File: src/rtl/ifu_pkg.sv
// Shared types and defaults for the NPC instruction fetch unit.
package ifu_pkg;

    typedef enum logic [1:0] {
        S_REQ       = 2'd0,
        S_VALID     = 2'd1,
        S_WAIT      = 2'd2,
        S_WAIT_HALT = 2'd3
    } fetch_state_t;

    localparam logic [31:0] IFU_RESET_PC_DEFAULT = 32'h8000_0000;
    localparam int unsigned IFU_TIMEOUT_DEFAULT  = 1024;

    function automatic logic is_misaligned(input logic [1:0] addr_lsb);
        return addr_lsb != 2'b00;
    endfunction

endpackage

File: src/rtl/ifu_fetch_if.sv
// Fetch-unit bus bundle: instruction memory port, IDU handshake and next-PC strobe.
interface ifu_fetch_if #(
    parameter int WIDTH = 32
);
    logic             imem_req;
    logic [WIDTH-1:0] imem_addr;
    logic             imem_ack;
    logic [WIDTH-1:0] imem_rdata;
    logic             out_valid;
    logic             out_ready;
    logic [WIDTH-1:0] pc;
    logic [WIDTH-1:0] ins;
    logic             dnpc_valid;
    logic [WIDTH-1:0] dnpc;

    modport master (
        output imem_req, imem_addr, out_valid, pc, ins,
        input  imem_ack, imem_rdata, out_ready, dnpc_valid, dnpc
    );

    modport slave (
        input  imem_req, imem_addr, out_valid, pc, ins,
        output imem_ack, imem_rdata, out_ready, dnpc_valid, dnpc
    );

endinterface

File: src/rtl/ifu_watchdog.sv
// Saturating fetch watchdog: expired is high in the cycle the count of unacked
// request cycles reaches TIMEOUT.
module ifu_watchdog
    import ifu_pkg::*;
#(
    parameter int unsigned TIMEOUT = IFU_TIMEOUT_DEFAULT
) (
    input  logic clk,
    input  logic rst,
    input  logic run,
    input  logic clr,
    output logic expired
);

    localparam int unsigned    CW        = $clog2(TIMEOUT + 1);
    localparam logic [CW-1:0]  CNT_MAX   = CW'(TIMEOUT);
    localparam logic [CW-1:0]  EXPIRE_AT = CW'(TIMEOUT - 1);

    logic [CW-1:0] count_q;
    logic [CW-1:0] count_d;

    always_comb begin
        count_d = count_q;
        if (!run || clr) begin
            count_d = '0;
        end else if (count_q != CNT_MAX) begin
            count_d = count_q + CW'(1);
        end
    end

    assign expired = run && !clr && (count_q >= EXPIRE_AT);

    always_ff @(posedge clk) begin
        if (!rst) begin
            count_q <= '0;
        end else begin
            count_q <= count_d;
        end
    end

endmodule

File: src/rtl/ifu_fetch.sv
// Multicycle instruction fetch unit: REQ -> VALID -> WAIT per instruction.
// Build with IFU_ALIGN_CHECK_EN to halt on misaligned next-PC and expose fetch_fault.
module ifu_fetch
    import ifu_pkg::*;
#(
    parameter int               WIDTH    = 32,
    parameter logic [WIDTH-1:0] RESET_PC = WIDTH'(IFU_RESET_PC_DEFAULT),
    parameter int unsigned      TIMEOUT  = IFU_TIMEOUT_DEFAULT
) (
    input  logic         clk,
    input  logic         rst,
    ifu_fetch_if.master  bus,
    output logic         fetch_timeout
`ifdef IFU_ALIGN_CHECK_EN
    ,
    output logic         fetch_fault
`endif
);

    fetch_state_t     state_q;
    fetch_state_t     state_d;
    logic [WIDTH-1:0] pc_q;
    logic [WIDTH-1:0] pc_d;
    logic [WIDTH-1:0] ins_q;
    logic [WIDTH-1:0] ins_d;
    logic             out_valid_q;
    logic             out_valid_d;
    logic             timeout_q;
    logic             timeout_d;
    logic             wd_run;
    logic             wd_clr;
    logic             wd_expired;
`ifdef IFU_ALIGN_CHECK_EN
    logic             fault_q;
    logic             fault_d;
`endif

    assign wd_run = (state_q == S_REQ);
    assign wd_clr = bus.imem_ack;

    if (TIMEOUT != 0) begin : g_wd
        ifu_watchdog #(
            .TIMEOUT (TIMEOUT)
        ) u_watchdog (
            .clk     (clk),
            .rst     (rst),
            .run     (wd_run),
            .clr     (wd_clr),
            .expired (wd_expired)
        );
    end else begin : g_no_wd
        assign wd_expired = 1'b0;
    end

    always_comb begin
        state_d   = state_q;
        pc_d      = pc_q;
        ins_d     = ins_q;
        timeout_d = timeout_q | wd_expired;
`ifdef IFU_ALIGN_CHECK_EN
        fault_d   = fault_q;
`endif
        case (state_q)
            S_REQ: begin
                if (bus.imem_ack) begin
                    ins_d   = bus.imem_rdata;
                    state_d = S_VALID;
                end
            end
            S_VALID: begin
                if (bus.out_ready) begin
                    state_d = S_WAIT;
                end
            end
            S_WAIT: begin
                if (bus.dnpc_valid) begin
                    pc_d    = bus.dnpc;
                    state_d = S_REQ;
`ifdef IFU_ALIGN_CHECK_EN
                    if (is_misaligned(bus.dnpc[1:0])) begin
                        fault_d = 1'b1;
                        state_d = S_WAIT_HALT;
                    end
`endif
                end
            end
`ifdef IFU_ALIGN_CHECK_EN
            S_WAIT_HALT: begin
                state_d = S_WAIT_HALT;
            end
`endif
            default: begin
                state_d = S_REQ;
            end
        endcase
        // Registering valid from the next state keeps it glitch-free toward the IDU.
        out_valid_d = (state_d == S_VALID);
    end

    always_ff @(posedge clk) begin
        if (!rst) begin
            state_q     <= S_REQ;
            pc_q        <= RESET_PC;
            ins_q       <= '0;
            out_valid_q <= 1'b0;
            timeout_q   <= 1'b0;
`ifdef IFU_ALIGN_CHECK_EN
            fault_q     <= 1'b0;
`endif
        end else begin
            state_q     <= state_d;
            pc_q        <= pc_d;
            ins_q       <= ins_d;
            out_valid_q <= out_valid_d;
            timeout_q   <= timeout_d;
`ifdef IFU_ALIGN_CHECK_EN
            fault_q     <= fault_d;
`endif
        end
    end

    // The request is gated by rst so memory sees it drop as soon as reset is asserted.
    assign bus.imem_req  = rst && (state_q == S_REQ);
    assign bus.imem_addr = pc_q;
    assign bus.out_valid = out_valid_q;
    assign bus.pc        = pc_q;
    assign bus.ins       = ins_q;
    assign fetch_timeout = timeout_q;
`ifdef IFU_ALIGN_CHECK_EN
    assign fetch_fault   = fault_q;
`endif

endmodule

File: src/flat_wrapper.sv
// flat-port wrapper written by rule: the top's interface ports become plain ports
module ifu_fetch_flat import ifu_pkg::*;
#(
    parameter int               WIDTH    = 32,
    parameter logic [WIDTH-1:0] RESET_PC = WIDTH'(IFU_RESET_PC_DEFAULT),
    parameter int unsigned      TIMEOUT  = IFU_TIMEOUT_DEFAULT
)
  (clk, rst, fetch_timeout, bus_imem_req, bus_imem_addr, bus_out_valid, bus_pc, bus_ins, bus_imem_ack, bus_imem_rdata, bus_out_ready, bus_dnpc_valid, bus_dnpc);
  ifu_fetch_if #(.WIDTH(WIDTH)) bus_i ();
  input  logic clk;
  input  logic rst;
  output logic fetch_timeout;
  output wire logic [$bits(bus_i.imem_req)-1:0] bus_imem_req;
  output wire logic [$bits(bus_i.imem_addr)-1:0] bus_imem_addr;
  output wire logic [$bits(bus_i.out_valid)-1:0] bus_out_valid;
  output wire logic [$bits(bus_i.pc)-1:0] bus_pc;
  output wire logic [$bits(bus_i.ins)-1:0] bus_ins;
  input wire logic [$bits(bus_i.imem_ack)-1:0] bus_imem_ack;
  input wire logic [$bits(bus_i.imem_rdata)-1:0] bus_imem_rdata;
  input wire logic [$bits(bus_i.out_ready)-1:0] bus_out_ready;
  input wire logic [$bits(bus_i.dnpc_valid)-1:0] bus_dnpc_valid;
  input wire logic [$bits(bus_i.dnpc)-1:0] bus_dnpc;
  assign bus_imem_req = bus_i.imem_req;
  assign bus_imem_addr = bus_i.imem_addr;
  assign bus_out_valid = bus_i.out_valid;
  assign bus_pc = bus_i.pc;
  assign bus_ins = bus_i.ins;
  assign bus_i.imem_ack = bus_imem_ack;
  assign bus_i.imem_rdata = bus_imem_rdata;
  assign bus_i.out_ready = bus_out_ready;
  assign bus_i.dnpc_valid = bus_dnpc_valid;
  assign bus_i.dnpc = bus_dnpc;
  ifu_fetch #(.WIDTH(WIDTH), .RESET_PC(RESET_PC), .TIMEOUT(TIMEOUT)) u_core (.clk(clk), .rst(rst), .bus(bus_i), .fetch_timeout(fetch_timeout));
endmodule
File: config.mk
export PLATFORM = sky130hd
export DESIGN_NAME = ifu_fetch_flat
export DESIGN_NICKNAME = d
export VERILOG_FILES = /design/src/rtl/ifu_pkg.sv /design/src/rtl/ifu_fetch_if.sv /design/src/rtl/ifu_watchdog.sv /design/src/rtl/ifu_fetch.sv /design/src/flat_wrapper.sv
export SDC_FILE = /design/constraint.sdc
export NUM_CORES = 1
export LEC_CHECK = 0
export BUFFER_PORTS_ARGS = -buffer_cell sky130_fd_sc_hd__buf_2
export CAP_MARGIN = 15
export CORE_ASPECT_RATIO = 0.7
export CORE_UTILIZATION = 45
export DETAILED_ROUTE_END_ITERATION = 16
export PLACE_DENSITY = 0.79
export SLEW_MARGIN = 10
export SYNTH_ARGS = -nofsm -noshare
export SYNTH_HDL_FRONTEND = slang
export SYNTH_SLANG_ARGS = --single-unit
File: constraint.sdc
create_clock -name clk -period 1.78 [get_ports clk]
set_input_delay 0.267 -clock clk [delete_from_list [all_inputs] [get_ports clk]]
set_output_delay 0.267 -clock clk [all_outputs]
set_load 0.02 [all_outputs]
==> results of run 1 <==
## layer usage
metal / share of wire [%] / up-vias / routed length (um) / GRT usage (%)
met3: 6.1 / 11 / 479 / 6.32
met5: 0 / - / 0 / 0
met4: 0.99 / 0 / 78 / 4.63
met1: 45 / 1352 / 3510 / 21.9
met2: 48 / 97 / 3780 / 33.6
li1: - / 1526 / - / -
## where the power goes
part	internal [W]	total, W	switching, W
Clock	0.000953	0.00156	0.000604
Sequential	0.00183	0.00187	0.0000416
Combinational	0.000186	0.000439	0.000253
Total	0.00297	0.00387	0.000899
## flip-flops by register name, indices dropped and copies added, names as in the netlist
register / flops
u_core.bus.imem_addr: 32
u_core.bus.ins: 32
u_core.g_wd.u_watchdog.count_q: 11
u_core.state_q: 2
u_core.bus.out_valid: 1
u_core.fetch_timeout: 1
## layout make-up
type,instances,area (um2),share of cell area (%)
flip-flops and latches,79,1580,36.8
multi-input cells,258,1430,33.3
repair buffers,174,913,21.3
clock buffers,10,138,3.21
well taps,98,123,2.86
clock inverters,4,95.1,2.22
inverters,4,15.0,0.350
## worst reg2reg max path, delay by kind of cell, from the launching register on
kind	cells	cell delay, ps
AND/OR/NAND/NOR	2	560
flip-flops	1	460
adder cells (fa/ha/maj)	1	330
AO/OA/AOI/OAI	1	210
## metrics by stage
step	setup slack [ps]	power, W	hold WS, ps	std cells
after global placement	328	0.00234	438	613
after detailed placement	263	0.00236	443	613
after global routing	45.8	0.00403	143	627
final	152	0.00387	146	627
after floorplan	191	0.00219	391	397
after CTS	171	0.00391	136	627
## cells in the final DEF, fill, tap and decap left out, types with 2 or more instances in the layout
cell type and count:
a211oi_2 2, a21boi_0 14, a21boi_1 50, a21oi_1 3, buf_12 2, buf_2 167
buf_4 5, bufinv_16 3, clkbuf_8 10, dfxtp_1 79, ha_1 2, inv_1 4
mux2i_1 4, nand2_1 137, nand2b_1 2, nand3_1 5, nand3b_1 4, nand4_1 2
nor2_1 4, nor3b_1 3, o21ai_0 4, o21ai_1 2, or3_1 3, xor2_1 2
## cells by family (layout without fill, tap and decap cells)
family	Yosys count	count (layout)	share of synthesized area, %
AND/OR/NAND/NOR	171	171	22.3
multiplexers	4	4	1.18
buffers and inverters	60	192	11.7
flip-flops	79	79	46.5
adder cells (fa/ha/maj)	2	2	0.736
AO/OA/AOI/OAI	79	79	17.1
XOR/XNOR	2	2	0.515
## worst min-delay path by stage
stage | startpoint | endpoint | slack, ps | depth (start not counted)
detailed placement | u_core.bus.ins[24] | u_core.bus.ins[24] | 440 | 2
finish | bus_dnpc[31] | u_core.bus.imem_addr[31] | 150 | 3
global route | bus_dnpc[29] | u_core.bus.imem_addr[29] | 140 | 3
floorplan | bus_dnpc[31] | u_core.bus.imem_addr[31] | 390 | 2
global placement | u_core.bus.ins[23] | u_core.bus.ins[23] | 440 | 2
CTS | bus_dnpc[31] | u_core.bus.imem_addr[31] | 140 | 3
==> results.yml, run 1 <==
clock_tree:
  clk_pin_slew_ps: 70
  cts_buffers: 9
  cts_tree: "built"
  cts_resized: 0
  h-tree-depth: 3
  cts_root_buf: "clkbuf_8"
  cts.hold.buffers_added: 0
  clk_latency_ps: 330
  cts_setup_buffers: 0
  clock_sinks: 79
  clock_path_buffers: 2
synthesis:
  yosysSeqAreaShare_pct: 46.5
  postSynthAreaPerCell_um2: 8.57
  synth-async-reset-ratio_pct: 0
  netlist_top_cells_area: "dfxtp_1 (47%), nand2_1 (15%), a21boi_1 (11%)"
  synth_edf_count: 0
  yosys_warnings: 0
  ys.flop_type: "dfxtp_1"
  yosys_register_bits: 79
  syn_inst: 397
  synth_top_area_share_pct: 46.5
  netlist_area_um2: 3400
  synth_most_common_cell: "nand2_1"
  synthTopCellsByCount: "nand2_1 (137), dfxtp_1 (79), a21boi_1 (50), buf_4 (35), a21boi_0 (14)"
  syn_nets: 468
  synth_area_leader_cell: "dfxtp_1"
  synthDistinctLibCells: 38
floorplan:
  die_area_um2: 7910
  start_util_pct: 46.5
  fp.dieH_um: 74.7
  core_area_um2: 7320
  dieWidth_um: 106
  num_rows: 26
  pin_count: 168
global_routing:
  antenna_found_initial: 0
  grt_pass1_wl_mm: 11.7
  grt_pass1_vias: 2539
  track_usage_pct: 18.7
  globalRouteOverflowTotal: 0
  grt_max_degree: 50
finish:
  final_layout_size_suffix_gt1_share_pct: 36.3
  antenna_cells: 0
  fillCellCount: 682
  area.growth.synth_to_final_pct: 26.2
  stdcell_area_um2: 4290
  utilization_pct: 58.6
  fin_nets: 597
hold_path:
  hold_path_class: "in2reg"
detailed_routing:
  drc_errors: 0
  dr.pass1.iters: 4
  drt-total-wl_mm: 7.85
  vias: 2986
  drt_iter0_drc: 126
  viasPerCell: 4.76
  ant_nets: 0
  wl_per_cell_um: 12.5
setup_path:
  cp_slowest_cell: "dfxtp_1"
  cp.required_ps: 2040
  path_cells: "ha_1 > nand4_1 > or3_1 > a211oi_2"
  cp.depth: 4
  crit_fanout: 7
  ff2ff_path_depth: 4
  crit_end: "u_core.g_wd.u_watchdog.count_q[8]"
  crit_type: "reg2reg"
  reg2reg_from: "u_core.g_wd.u_watchdog.count_q[0]"
  cp_slowest_stage_delay_ps: 460
  worstSetupStartpoint: "u_core.g_wd.u_watchdog.count_q[0]"
  end_kind: "flop"
  path_buf_inv: 0
  r2r_end: "u_core.g_wd.u_watchdog.count_q[8]"
  cp_top_family: "simple AND/OR/NAND/NOR gates"
  regToRegSetupSlack_ps: 150
  critPathLaunchType: "flop"
  critPathArrivalTime_ps: 1890
placement:
  finalWeightedCongestion: 0.867
  dp_hpwl_mm: 5.65
  post_dp_cell_area_um2: 4060
  numPortBuffers: 167
run:
  max-cap-violations: 0
power_and_ir_drop:
  p_leak_nw: 2.02
  power_density_nw_per_um2: 901
  peakVddDrop_v: 0.000539
sta:
  worst_slew_pin_slew_ps: 534
  fin_worst_skew_ps: 5.07
  min_period_ps: 1630
  maxSlewViolCount: 0
  period_share_pct: 91.4
  setup_viol: 0
  fin_setup_tns_ps: 0
  finalHoldViolations: 0
  slew_headroom_pct: 64.2
  max_freq_mhz: 614
  rsz0062_at_grt: "no"
outcome:
  outcome: "completed"
No activity file was read; power rests on OpenSTA's default activity.
==> run 2: changes to the inputs <==
Settings changed: CELL_PAD_IN_SITES_DETAIL_PLACEMENT set to 0, CELL_PAD_IN_SITES_GLOBAL_PLACEMENT set to 2, CORE_UTILIZATION 45 to 25, PLACE_DENSITY 0.79 to not set, PLACE_DENSITY_LB_ADDON set to 0.1, RECOVER_POWER set to 100, TNS_END_PERCENT set to 100.
==> results.yml, run 2 (synthesized netlist as in run 1, its figures left out) <==
setup_path:
  crit_type: "reg2out"
  end_kind: "output pin"
  crit_fanout: 10
  r2r_end: "u_core.g_wd.u_watchdog.count_q[8]"
  regToRegSetupSlack_ps: 210
  cp_slowest_stage_delay_ps: 430
  cp_slowest_cell: "dfxtp_1"
  ff2ff_path_depth: 4
  path_cells: "nor3b_1 > clkbuf_2"
  worstSetupStartpoint: "u_core.state_q[1]"
  critPathArrivalTime_ps: 1340
  crit_end: "bus_imem_req"
  critPathLaunchType: "flop"
  reg2reg_from: "u_core.g_wd.u_watchdog.count_q[0]"
  cp.required_ps: 1510
finish:
  area.growth.synth_to_final_pct: 27.0
  fillCellCount: 1482
  layout_commonest_cell: "nand2_1"
  seq_area_um2: 1580
  antenna_cells: 0
  mostFrequentLayoutCells: "nand2_1 (137), clkbuf_1 (98), dfxtp_1 (79)"
  fin_nets: 596
  multiInputGateArea_um2: 1420
  final_layout_size_suffix_gt1_share_pct: 17.7
clock_tree:
  h-tree-depth: 3
  clk_latency_ps: 330
  cts_buffers: 9
  cts_resized: 0
  cts_setup_buffers: 0
  clk_pin_slew_ps: 60
  clock_sinks: 79
  clock_path_buffers: 2
  cts_tree: "built"
  cts.hold.buffers_added: 0
  cts_root_buf: "clkbuf_16"
detailed_routing:
  viasPerCell: 4.05
  ant_nets: 0
  wl_per_cell_um: 12.5
  dr.pass1.iters: 4
  drt-total-wl_mm: 8.97
  drt_iter0_drc: 74
  vias: 2894
  drc_errors: 0
sta:
  max_freq_mhz: 621
  finalHoldViolations: 0
  worst_slew_pin_slew_ps: 540
  setup_viol: 0
  slew_headroom_pct: 63.8
  maxSlewViolCount: 0
  period_share_pct: 90.4
  rsz0062_at_grt: "no"
  fin_worst_skew_ps: 8.72
  min_period_ps: 1610
  finalHoldWorstSlack_ps: 148
  fin_setup_tns_ps: 0
global_routing:
  antenna_found_initial: 1
  track_usage_pct: 12.9
  grt_max_degree: 54
  grt_pass1_wl_mm: 14.2
  grt_pass1_vias: 2689
  globalRouteOverflowTotal: 0
floorplan:
  die_area_um2: 14100
  pin_count: 168
  core_area_um2: 13200
  start_util_pct: 25.7
  num_rows: 35
  dieWidth_um: 141
  fp.dieH_um: 99.6
run:
  max-cap-violations: 0
outcome:
  outcome: "completed"
hold_path:
  hold_path_class: "in2reg"
  whs_path_depth: 3
power_and_ir_drop:
  power_w: 0.00403
  power_density_nw_per_um2: 933
  p_leak_nw: 1.59
  peakVddDrop_v: 0.000457
placement:
  numPortBuffers: 167
  dp_hpwl_mm: 6.19
  finalWeightedCongestion: 0.732
## run 2: cell types whose count changed in the layout (fill, tap and decap cells not counted), sizes merged
cell      change
bufinv        -3
clkinv        +1
buf         -102
clkbuf      +102
clkinvlp      +3
## run 2: layer usage
metal | up-vias | global-route usage [%] | part of all wire (%)
met5 | - | 0 | 0
met3 | 3 | 5.30 | 7.2
met4 | 0 | 3.23 | 0.23
met1 | 1274 | 16.5 | 49
li1 | 1523 | - | -
met2 | 94 | 20.1 | 44
## run 2: worst min-delay path by stage
stage	startpoint	end	slack (ps)
2_1_floorplan	bus_dnpc[31]	u_core.bus.imem_addr[31]	390
3_3_place_gp	u_core.bus.ins[5]	u_core.bus.ins[5]	440
3_5_place_dp	u_core.bus.ins[19]	u_core.bus.ins[19]	440
4_1_cts	bus_dnpc[31]	u_core.bus.imem_addr[31]	130
5_1_grt	bus_dnpc[31]	u_core.bus.imem_addr[31]	160
6_report	bus_dnpc[31]	u_core.bus.imem_addr[31]	150
## run 2: layout make-up
| class | instances | share of cell area, % |
|---|---|---|
| Tap cell | 185 | 5.36 |
| Inverter | 4 | 0.348 |
| Sequential cell | 79 | 36.6 |
| Multi-Input combinational cell | 258 | 32.9 |
| Timing Repair Buffer | 173 | 18.1 |
| Clock buffer | 11 | 5.85 |
| Clock inverter | 5 | 0.753 |
## run 2: critical path: cells and delay by family (launching register included)
kind / cells / cell delay [ps]
buffers and inverters: 1 / 250
DFF: 1 / 430
and+or+nand+nor: 1 / 330
## run 2: power breakdown
part           switching, W  internal (W)
sequential        0.0000427       0.00183
combinational      0.000257      0.000160
clock              0.000724       0.00102
total               0.00102       0.00301
## run 2: per-stage QoR
| stage | setup slack (ps) | cell area [um2] | std cells | utilization, % |
|---|---|---|---|---|
| after global routing | 55.6 | 4320 | 715 | 32.7 |
| after CTS | 177 | 4460 | 715 | 33.7 |
| after global placement | 305 | 4170 | 699 | 31.6 |
| final | 171 | 4320 | 715 | 32.7 |
| after detailed placement | 224 | 4170 | 699 | 31.6 |
| after floorplan | 191 | 3400 | 397 | - |
